==> src/rtl/galaxian_audio_mix_if.sv <==
// Sample-side bundle between the galaxian sound outputs and the audio mixer.
// The master drives the channel bytes and controls; the slave (mixer) returns the stereo samples.
interface galaxian_audio_mix_if;
    logic [7:0]         audio_a;
    logic [7:0]         audio_b;
    logic [7:0]         audio_c;
    logic               dc_enable;
    logic [1:0]         volume;
    logic               mute;
    logic signed [15:0] sample_l;
    logic signed [15:0] sample_r;
    logic               sample_valid;
    logic               clip;

    // sample_valid is a one-cycle strobe with no backpressure; sample_l/r and clip
    // are meaningful on that cycle and hold their value until the next strobe.
    modport master (
        output audio_a, audio_b, audio_c, dc_enable, volume, mute,
        input  sample_l, sample_r, sample_valid, clip
    );

    modport slave (
        input  audio_a, audio_b, audio_c, dc_enable, volume, mute,
        output sample_l, sample_r, sample_valid, clip
    );
endinterface

==> src/rtl/galaxian_audio_mix.sv <==
// Three-channel galaxian sound mixer: fixed-rate sampling, optional DC-blocking high-pass,
// gain, volume, mute and 16-bit saturation into an identical stereo pair.
module galaxian_audio_mix #(
    parameter int SAMPLE_DIV = 256,
    parameter int DC_SHIFT   = 8,
    parameter int GAIN_SHIFT = 5
) (
    input  logic                clk_sys,
    input  logic                reset,
    galaxian_audio_mix_if.slave aud
);
    localparam int              CW       = (SAMPLE_DIV > 1) ? $clog2(SAMPLE_DIV) : 1;
    localparam logic [CW-1:0]   DIV_LAST = CW'(SAMPLE_DIV - 1);
    localparam logic signed [17:0] Y_MAX = 18'sd32767;
    localparam logic signed [17:0] Y_MIN = -18'sd32767;
    localparam logic signed [23:0] S_MAX = 24'sd32767;
    localparam logic signed [23:0] S_MIN = -24'sd32768;

    logic [CW-1:0]      div_cnt_q, div_cnt_d;
    logic               tick;
    logic [10:0]        mix_q, mix_d;
    logic               s1_v_q, s1_v_d;
    logic [10:0]        x_prev_q, x_prev_d;
    logic signed [15:0] y_prev_q, y_prev_d;
    logic signed [15:0] y_q, y_d;
    logic               s2_v_q, s2_v_d;
    logic signed [15:0] sample_q, sample_d;
    logic               valid_q, valid_d;
    logic               clip_q, clip_d;

    logic signed [17:0] x18, xp18, yp18, hp;
    logic signed [23:0] ext24, scaled, shifted;

    assign tick = (div_cnt_q == DIV_LAST);

    // Divider and stage 1: channel weights B*4 + C*2 + A, latched only on the sample tick.
    always_comb begin
        div_cnt_d = tick ? '0 : div_cnt_q + CW'(1);
        mix_d     = mix_q;
        if (tick) begin
            mix_d = {1'b0, aud.audio_b, 2'b00} + {2'b00, aud.audio_c, 1'b0} + {3'b000, aud.audio_a};
        end
        s1_v_d = tick;
    end

    // Stage 2: leaky high-pass y = x - x_prev + y_prev - y_prev/2^DC_SHIFT, or a fixed
    // mid-scale offset removal that also flushes the filter memory.
    always_comb begin
        x18      = signed'({7'd0, mix_q});
        xp18     = signed'({7'd0, x_prev_q});
        yp18     = {{2{y_prev_q[15]}}, y_prev_q};
        hp       = '0;
        y_d      = y_q;
        x_prev_d = x_prev_q;
        y_prev_d = y_prev_q;
        if (s1_v_q) begin
            x_prev_d = mix_q;
            if (aud.dc_enable) begin
                hp = x18 - xp18 + yp18 - (yp18 >>> DC_SHIFT);
                if (hp > Y_MAX) begin
                    y_d = Y_MAX[15:0];
                end else if (hp < Y_MIN) begin
                    y_d = Y_MIN[15:0];
                end else begin
                    y_d = hp[15:0];
                end
                y_prev_d = y_d;
            end else begin
                hp       = x18 - 18'sd1024;
                y_d      = hp[15:0];
                y_prev_d = '0;
            end
        end
        s2_v_d = s1_v_q;
    end

    // Stage 3: gain then volume attenuation at 24 bits, saturate; mute zeroes the sample and clip.
    always_comb begin
        ext24    = {{8{y_q[15]}}, y_q};
        scaled   = ext24 <<< GAIN_SHIFT;
        shifted  = scaled >>> aud.volume;
        sample_d = sample_q;
        clip_d   = 1'b0;
        valid_d  = s2_v_q;
        if (s2_v_q) begin
            if (shifted > S_MAX) begin
                sample_d = S_MAX[15:0];
                clip_d   = 1'b1;
            end else if (shifted < S_MIN) begin
                sample_d = S_MIN[15:0];
                clip_d   = 1'b1;
            end else begin
                sample_d = shifted[15:0];
            end
            if (aud.mute) begin
                sample_d = '0;
                clip_d   = 1'b0;
            end
        end
    end

    always_ff @(posedge clk_sys) begin
        if (reset) begin
            div_cnt_q <= '0;
            mix_q     <= '0;
            s1_v_q    <= 1'b0;
            x_prev_q  <= '0;
            y_prev_q  <= '0;
            y_q       <= '0;
            s2_v_q    <= 1'b0;
            sample_q  <= '0;
            valid_q   <= 1'b0;
            clip_q    <= 1'b0;
        end else begin
            div_cnt_q <= div_cnt_d;
            mix_q     <= mix_d;
            s1_v_q    <= s1_v_d;
            x_prev_q  <= x_prev_d;
            y_prev_q  <= y_prev_d;
            y_q       <= y_d;
            s2_v_q    <= s2_v_d;
            sample_q  <= sample_d;
            valid_q   <= valid_d;
            clip_q    <= clip_d;
        end
    end

    assign aud.sample_l     = sample_q;
    assign aud.sample_r     = sample_q;
    assign aud.sample_valid = valid_q;
    assign aud.clip         = clip_q;
endmodule

==> src/flat_wrapper.sv <==
// flat-port wrapper written by rule: the top's interface ports become plain ports
module galaxian_audio_mix_flat 
#(
    parameter int SAMPLE_DIV = 256,
    parameter int DC_SHIFT   = 8,
    parameter int GAIN_SHIFT = 5
)
  (clk_sys, reset, aud_audio_a, aud_audio_b, aud_audio_c, aud_dc_enable, aud_volume, aud_mute, aud_sample_l, aud_sample_r, aud_sample_valid, aud_clip);
  galaxian_audio_mix_if aud_i ();
  input  logic clk_sys;
  input  logic reset;
  input wire logic [$bits(aud_i.audio_a)-1:0] aud_audio_a;
  input wire logic [$bits(aud_i.audio_b)-1:0] aud_audio_b;
  input wire logic [$bits(aud_i.audio_c)-1:0] aud_audio_c;
  input wire logic [$bits(aud_i.dc_enable)-1:0] aud_dc_enable;
  input wire logic [$bits(aud_i.volume)-1:0] aud_volume;
  input wire logic [$bits(aud_i.mute)-1:0] aud_mute;
  output wire logic [$bits(aud_i.sample_l)-1:0] aud_sample_l;
  output wire logic [$bits(aud_i.sample_r)-1:0] aud_sample_r;
  output wire logic [$bits(aud_i.sample_valid)-1:0] aud_sample_valid;
  output wire logic [$bits(aud_i.clip)-1:0] aud_clip;
  assign aud_i.audio_a = aud_audio_a;
  assign aud_i.audio_b = aud_audio_b;
  assign aud_i.audio_c = aud_audio_c;
  assign aud_i.dc_enable = aud_dc_enable;
  assign aud_i.volume = aud_volume;
  assign aud_i.mute = aud_mute;
  assign aud_sample_l = aud_i.sample_l;
  assign aud_sample_r = aud_i.sample_r;
  assign aud_sample_valid = aud_i.sample_valid;
  assign aud_clip = aud_i.clip;
  galaxian_audio_mix #(.SAMPLE_DIV(SAMPLE_DIV), .DC_SHIFT(DC_SHIFT), .GAIN_SHIFT(GAIN_SHIFT)) u_core (.clk_sys(clk_sys), .reset(reset), .aud(aud_i));
endmodule
==> config.mk <==
export PLATFORM = sky130hd
export DESIGN_NAME = galaxian_audio_mix_flat
export DESIGN_NICKNAME = d
export VERILOG_FILES = /design/src/rtl/galaxian_audio_mix_if.sv /design/src/rtl/galaxian_audio_mix.sv /design/src/flat_wrapper.sv
export SDC_FILE = /design/constraint.sdc
export NUM_CORES = 1
export LEC_CHECK = 0
export CAP_MARGIN = 20
export CORE_UTILIZATION = 50
export DETAILED_ROUTE_END_ITERATION = 16
export PLACE_DENSITY = 0.74
export SLEW_MARGIN = 20
export SYNTH_ARGS = -nofsm -noshare
export SYNTH_HDL_FRONTEND = slang
export SYNTH_SLANG_ARGS = --single-unit
export TNS_END_PERCENT = 30
==> constraint.sdc <==
create_clock -name clk_sys -period 5.25 [get_ports clk_sys]
set_input_delay 0.7875 -clock clk_sys [delete_from_list [all_inputs] [get_ports clk_sys]]
set_output_delay 0.7875 -clock clk_sys [all_outputs]
set_load 0.01 [all_outputs]
==> reports/metrics.yaml, run 1 <==
setup_slack_ns: -0.3412
ys_ff_latch: 81
synth_ff_type: "dfxtp_1"
nNetsFinal: 981
clk_pin_slew_ns: 0.07
synth.most_common_cell: "a21oi_1"
gp_congestion: 0.8770
avgRoutedWirePerCell_um: 15.77
cp-start-kind: "register"
grt_pass1_wl_um: 27440
final_antenna_net_count: 0
clkLatencyLatePin_ns: 0.35
grt_pass1_vias: 5971
synth_edf_count: 0
fp.dieW_um: 113.5
cp_slowest_stage_delay_ns: 0.34
tns_ns: -7.375
finalHoldViolCount: 0
cp.arrival_ns: 5.83
netlist.area_leader.share_pct: 26.10
grt_max_degree: 80
ys_seq_area_share_pct: 26.10
dieArea_um2: 12870
placed_cells: 1032
tightest_slew_ns: 0.9625
hold_path.class: "register to register"
synth_cell_types: 64
avgSynthCellArea_um2: 7.904
cts_tree: "built"
violations: "setup timing"
drcViolationCount: 0
ctsHoldBuffers: 0
row_count: 40
portBuffers: 63
syn_nets: 883
wl_um: 16670
cts_root_buffer: "clkbuf_16"
cap_violations: 0
ir_drop_mv: 0.2590
min_period_ns: 5.591
cp_slowest_cell: "or3_1"
synth_warnings: 0
grt_overflow: 0
clock_sinks: 81
skew_ns: 0.009994
pwr_density_cell_nw_per_um2: 175.4
crit_fanout: 3
area_growth_pct: 29.04
finalMaxSlewViolations: 0
core_area_um2: 12060
required_ns: 5.49
drt_iter0_markers: 357
dp.final_hpwl_um: 12560
status: "complete, but fails checks"
cp-end-kind: "register"
pin_count: 64
cts_max_level: 3
syn_area_um2: 6212
worst_path_most_repeated_cell: "a21oi_2"
yosys-top-cells-count: "a21oi_1 (102), nand2_1 (88), dfxtp_1 (81), inv_1 (59), ha_1 (57)"
max_clock_freq_ghz: 0.1789
insertedDiodeCount: 0
path_buf_inv: 3
die_h_um: 113.5
synthCells: 786
final_layout_size_suffix_gt1_share_pct: 18.90
start_util_pct: 51.50
vias: 6039
via_per_inst: 5.713
clock_path_buffers: 2
leakage_nw: 3.180
rsz0062_at_grt: "yes"
slew_headroom_pct: 35.63
numCtsBuffers: 9
preCtsSetupSlack_ns: -0.5313
path_delay_family: "compound AO/OA/AOI/OAI gates"
async_flop_share_pct: 0
antenna_found_initial: 0
stdcell_count: 1057
firstDrtPassIters: 5
synth_top_area_cell: "dfxtp_1"
finalSetupViolCount: 30
post-route-period-util_pct: 106.5
grt_use_total_pct: 26.54
critPathKind: "register to register"
yosys-top-cells-area: "dfxtp_1 (26%), ha_1 (11%), a21oi_1 (8.2%)"
[stage by stage]
stage / util [%] / power, mW / area [um^2] / hold slack [ns]
2_1_floorplan: - / 0.7131 / 6272 / 0.4453
3_3_place_gp: 61.07 / 0.7494 / 7366 / 0.4520
3_5_place_dp: 61.07 / 0.7541 / 7366 / 0.4555
4_1_cts: 65.02 / 1.410 / 7843 / 0.4652
5_1_grt: 66.46 / 1.452 / 8016 / 0.4799
6_report: 66.46 / 1.406 / 8016 / 0.4637
[cell type report]
class                           instances  area, um^2
Multi-Input combinational cell        597        4438
Tap cell                              168       210.2
Clock inverter                          7       85.08
Fill cell                             971        4045
Sequential cell                        81        1625
Inverter                               60       225.2
Timing Repair Buffer                  135        1207
Clock buffer                            9       225.2
[worst paths after layout]
check	start	end	slack (ns)	depth (start not counted)
max	u_core.mix_q[0]	u_core.y_q[0]	-0.34	29
min	u_core.x_prev_q[7]	u_core.x_prev_q[7]	0.46	2
max reg2reg	u_core.mix_q[0]	u_core.y_q[0]	-0.34	29
min reg2reg	u_core.x_prev_q[7]	u_core.x_prev_q[7]	0.46	2
[layout by cell type, fill, tap and decap left out, drive strengths merged, types with 8 or more instances in the layout]
cell / instances
a21oi: 104
nand2: 88
dfxtp: 81
buf: 73
inv: 64
clkdlybuf4s50: 62
ha: 57
nor2: 56
o21ai: 41
xnor2: 34
nor3: 24
nand3: 15
mux2i: 14
a211oi: 14
o22ai: 11
a21o: 10
nand2b: 10
xor2: 10
fa: 10
o21bai: 9
clkbuf: 9
nor2b: 8
[cells by family (layout without fill, tap and decap cells)]
logic type                 count (synthesis)  count (layout)  share of synthesized area (%)
DFF                                       81              81                          26.10
xor gates and xnor gates                  44              44                          6.203
adders and majority gates                 67              67                          14.70
buffers and inverters                    108             211                          7.694
muxes                                     21              21                          4.068
and+or+nand+nor                          226             226                          16.74
AOI/OAI and AO/OA                        239             239                          24.49
[flip-flops by register name (all words and copies together) (netlist names)]
signal	cells
u_core.s2_v_q	1
u_core.x_prev_q	11
u_core.aud.sample_valid	1
u_core.aud.clip	1
u_core.div_cnt_q	8
u_core.y_prev_q	16
u_core.mix_q	11
u_core.s1_v_q	1
u_core.y_q	16
u_core.aud.sample_l	15
[report_power, final]
group	switching [mW]	internal [mW]
Sequential	0.00194	0.616
Clock	0.286	0.378
Combinational	0.0632	0.0602
[per-layer routing]
| layer | wire, um | global-route usage (%) | vias up |
|---|---|---|---|
| met5 | 0 | 0 | - |
| met4 | 439 | 10.26 | 0 |
| met3 | 945 | 4.516 | 40 |
| met2 | 8681 | 49.02 | 195 |
| met1 | 6605 | 30.36 | 2863 |
| li1 | - | - | 2941 |
[worst reg2reg max path, delay by kind of cell, from the launching register on]
kind,cells,cell delay [ns]
AOI/OAI and AO/OA,17,3.01
xor gates and xnor gates,3,0.43
adders and majority gates,4,0.90
buffers and inverters,3,0.27
DFF,1,0.32
and+or+nand+nor,2,0.55
[timing repair]
item	in CTS	in global routing
setup buffers	3	6
endpoints found under the setup margin	31	32
resized for setup	35	26
pin swaps	12	35
Note: power is estimated with default switching activity, not from simulation.
==> run 2, diff against run 1 <==
--- a/config.mk
+++ b/config.mk
@@ -5,6 +5,7 @@
 export SDC_FILE = /design/constraint.sdc
 export NUM_CORES = 1
 export LEC_CHECK = 0
+export ABC_AREA = 1
 export CAP_MARGIN = 20
 export CORE_UTILIZATION = 50
 export DETAILED_ROUTE_END_ITERATION = 16
==> run 2 against run 1 <==
  * Combinational power about the same
  * Synthesized cell count is 23% higher
  * Global-route usage is 3.2 points lower
  * Cell count grew 11%
  * Clock-buffer cell count unchanged
  * Critical endpoint is now u_core.y_q[11]
  * The run now ends clean
  * Worst hold slack lost 0.0046 ns
  * Die area up 2.9%
  * Non-clock buffer count is 66 lower
  * Setup slack gained 0.78 ns
  * Sequential cell count stayed put
  * Largest cell class unchanged
  * Highest routed layer unchanged
  * Synthesized area rose by 2.9%
  * Largest power group unchanged
==> reports/metrics.yaml, run 2 <==
die_h_um: 115.1  # +1.4%
avgRoutedWirePerCell_um: 12.57  # -20%
skew_ns: 0.01039  # +0.0003988 ns
postCtsSetupRepairBufs: 0  # -3
drcViolationCount: 0  # unchanged
dpl_cell_area_um2: 7003  # -4.9%
portBuffers: 63  # unchanged
tightest_slew_ns: 0.7465  # -0.2160 ns
drt_iter0_markers: 367  # +2.8%
required_ns: 5.54  # +0.05 ns
clock_sinks: 81  # unchanged
wl_um: 14800  # -11%
mostFrequentLayoutCells: "nand2_1 (250), inv_1 (156), dfxtp_1 (81), a21oi_1 (80), nand3_1 (75)"
nNetsFinal: 1102  # +12%
firstDrtPassIters: 5  # unchanged
core_area_um2: 12260  # +1.7%
vias: 6095  # +0.93%
dieArea_um2: 13240  # +2.9%
async_flop_share_pct: 0  # unchanged
min_period_ns: 4.814  # -0.7773 ns
insertedDiodeCount: 0  # unchanged
synthCells: 968  # +23%
area_growth_pct: 16.14
stdcell_count: 1177  # +11%
grt_pass1_vias: 5431  # -9.0%
clkLatencyLatePin_ns: 0.34  # about the same
ys_seq_area_share_pct: 25.36  # -0.74 points
cts_max_level: 3  # unchanged
antenna_found_initial: 0  # unchanged
layout_commonest_cell: "nand2_1"
critPathKind: "register to register"
leakage_nw: 3.745  # +18%
fin_total_pwr_mw: 1.459  # +3.8%
post-route-period-util_pct: 91.69  # -15 points
fin_area_um2: 7426  # -7.4%
crit_fanout: 10  # +7
yosys-top-cells-count: "nand2_1 (250), inv_1 (156), a21oi_1 (84), dfxtp_1 (81), nand3_1 (75)"
cap_violations: 0  # unchanged
cp-end-kind: "register"
syn_area_um2: 6394  # +2.9%
clk_pin_slew_ns: 0.06  # about the same
start_util_pct: 52.14  # +0.64 points
reg2reg_depth: 30  # +3.4%
path_buf_inv: 5  # +2
grt_use_total_pct: 23.31  # -3.2 points
via_per_inst: 5.178  # -9.4%
synth_cell_types: 48  # -25%
grt_pass1_wl_um: 24650  # -10%
cp.arrival_ns: 5.10  # -0.73 ns
synth_top_area_cell: "dfxtp_1"
finalMaxSlewViolations: 0  # unchanged
grt_overflow: 0  # unchanged
syn_nets: 1065  # +21%
gp_congestion: 0.8872  # +1.2%
pwr_density_cell_nw_per_um2: 196.5  # +12%
cp-start-kind: "register"
status: "completed"
ys_ff_latch: 81  # unchanged
avgSynthCellArea_um2: 6.605  # -16%
numCtsBuffers: 9  # unchanged
fin_util_pct: 60.56  # -5.9 points
pin_count: 64  # unchanged
slew_headroom_pct: 50.16  # +15 points
cts_tree: "built"
synth_edf_count: 0  # unchanged
row_count: 40  # unchanged
final_layout_size_suffix_gt1_share_pct: 6.541  # -12 points
synth_warnings: 0  # unchanged
worstHoldPathCells: 1  # -1
netlist.area_leader.share_pct: 25.36  # -0.74 points
path_delay_family: "compound AO/OA/AOI/OAI gates"
yosys-top-cells-area: "dfxtp_1 (25%), nand2_1 (15%), ha_1 (11%)"
final_antenna_net_count: 0  # unchanged
clock_path_buffers: 2  # unchanged
synth_ff_type: "dfxtp_1"
synth.most_common_cell: "nand2_1"
grt_max_degree: 46  # -43%
fp.dieW_um: 115.1  # +1.4%
ir_drop_mv: 0.2253  # -13%
worst_path_most_repeated_cell: "nand2_1"
cp_slowest_cell: "ha_2"
cts_root_buffer: "clkbuf_16"
placed_cells: 1161  # +13%
dp.final_hpwl_um: 11650  # -7.2%
cp_slowest_stage_delay_ns: 0.40  # +0.06 ns
finalHoldViolCount: 0  # unchanged
finalSetupViolCount: 0  # -100%
hold_path.class: "register to register"
max_clock_freq_ghz: 0.2077  # +16%
cp.depth: 30  # +3.4%
tns_ns: 0  # +7.375 ns
-- run 2: cell types whose count changed after synthesis, sizes merged, moves of 9 or more --
cell,change
clkbuf,-15
nor3,-17
inv,+101
a211oi,-14
nand2,+176
nand3,+63
mux2i,-13
nand2b,-10
xor2,+9
a21oi,-17
buf,+10
xnor2,-23
-- run 2: repair_timing --
action                                  4_1_cts  5_1_grt
hold buffers                                  0        0
gates resized for setup                       0       26
endpoints found under the setup margin        0       32
-- run 2: logic make-up (layout without fill, tap and decap cells) --
kind of cell | Yosys count | count (layout) | share of synthesized area, %
buffers and inverters | 206 | 247 | 13.84
flip-flops | 81 | 81 | 25.36
multiplexers | 1 | 1 | 0.1566
adder cells (fa/ha/maj) | 67 | 67 | 14.29
XOR/XNOR | 30 | 30 | 4.227
AO/OA/AOI/OAI | 159 | 159 | 13.80
AND/OR/NAND/NOR | 424 | 424 | 28.34
-- run 2: stage by stage --
step / hold WS [ns] / setup WS [ns]
2_1_floorplan: 0.4175 / 0.6763
3_5_place_dp: 0.4468 / 0.1469
4_1_cts: 0.4642 / 0.1212
6_report: 0.4591 / 0.4360
5_1_grt: 0.4809 / -0.01128
3_3_place_gp: 0.4323 / 0.1542
-- run 2: layer usage --
metal | track usage, % | wire length [um]
met1 | 30.62 | 6788
met2 | 38.71 | 6825
met3 | 3.637 | 814
met4 | 8.398 | 367
met5 | 0 | 0
-- run 2: final cells by class --
class	count	area, um^2
inverters	163	611.8
fillers	1158	4836
clock buffers	9	225.2
multi-input cells	681	3963
well taps	168	210.2
repair buffers	69	679.4
clock inverters	6	115.1
flip-flops and latches	81	1622
-- run 2: report_power, final --
part           leakage, nW  total, mW  internal, mW  switching [mW]
combinational         2.93      0.124        0.0579          0.0664
sequential           0.653      0.618         0.616         0.00112
clock                0.162      0.718         0.464           0.253
total                 3.74       1.46          1.14           0.321
-- run 2: final timing paths --
check                      start             endpoint  slack, ns
min reg2reg  u_core.div_cnt_q[0]  u_core.div_cnt_q[0]       0.46
max              u_core.mix_q[2]       u_core.y_q[11]       0.44
max reg2reg      u_core.mix_q[2]       u_core.y_q[11]       0.44
min          u_core.div_cnt_q[0]  u_core.div_cnt_q[0]       0.46
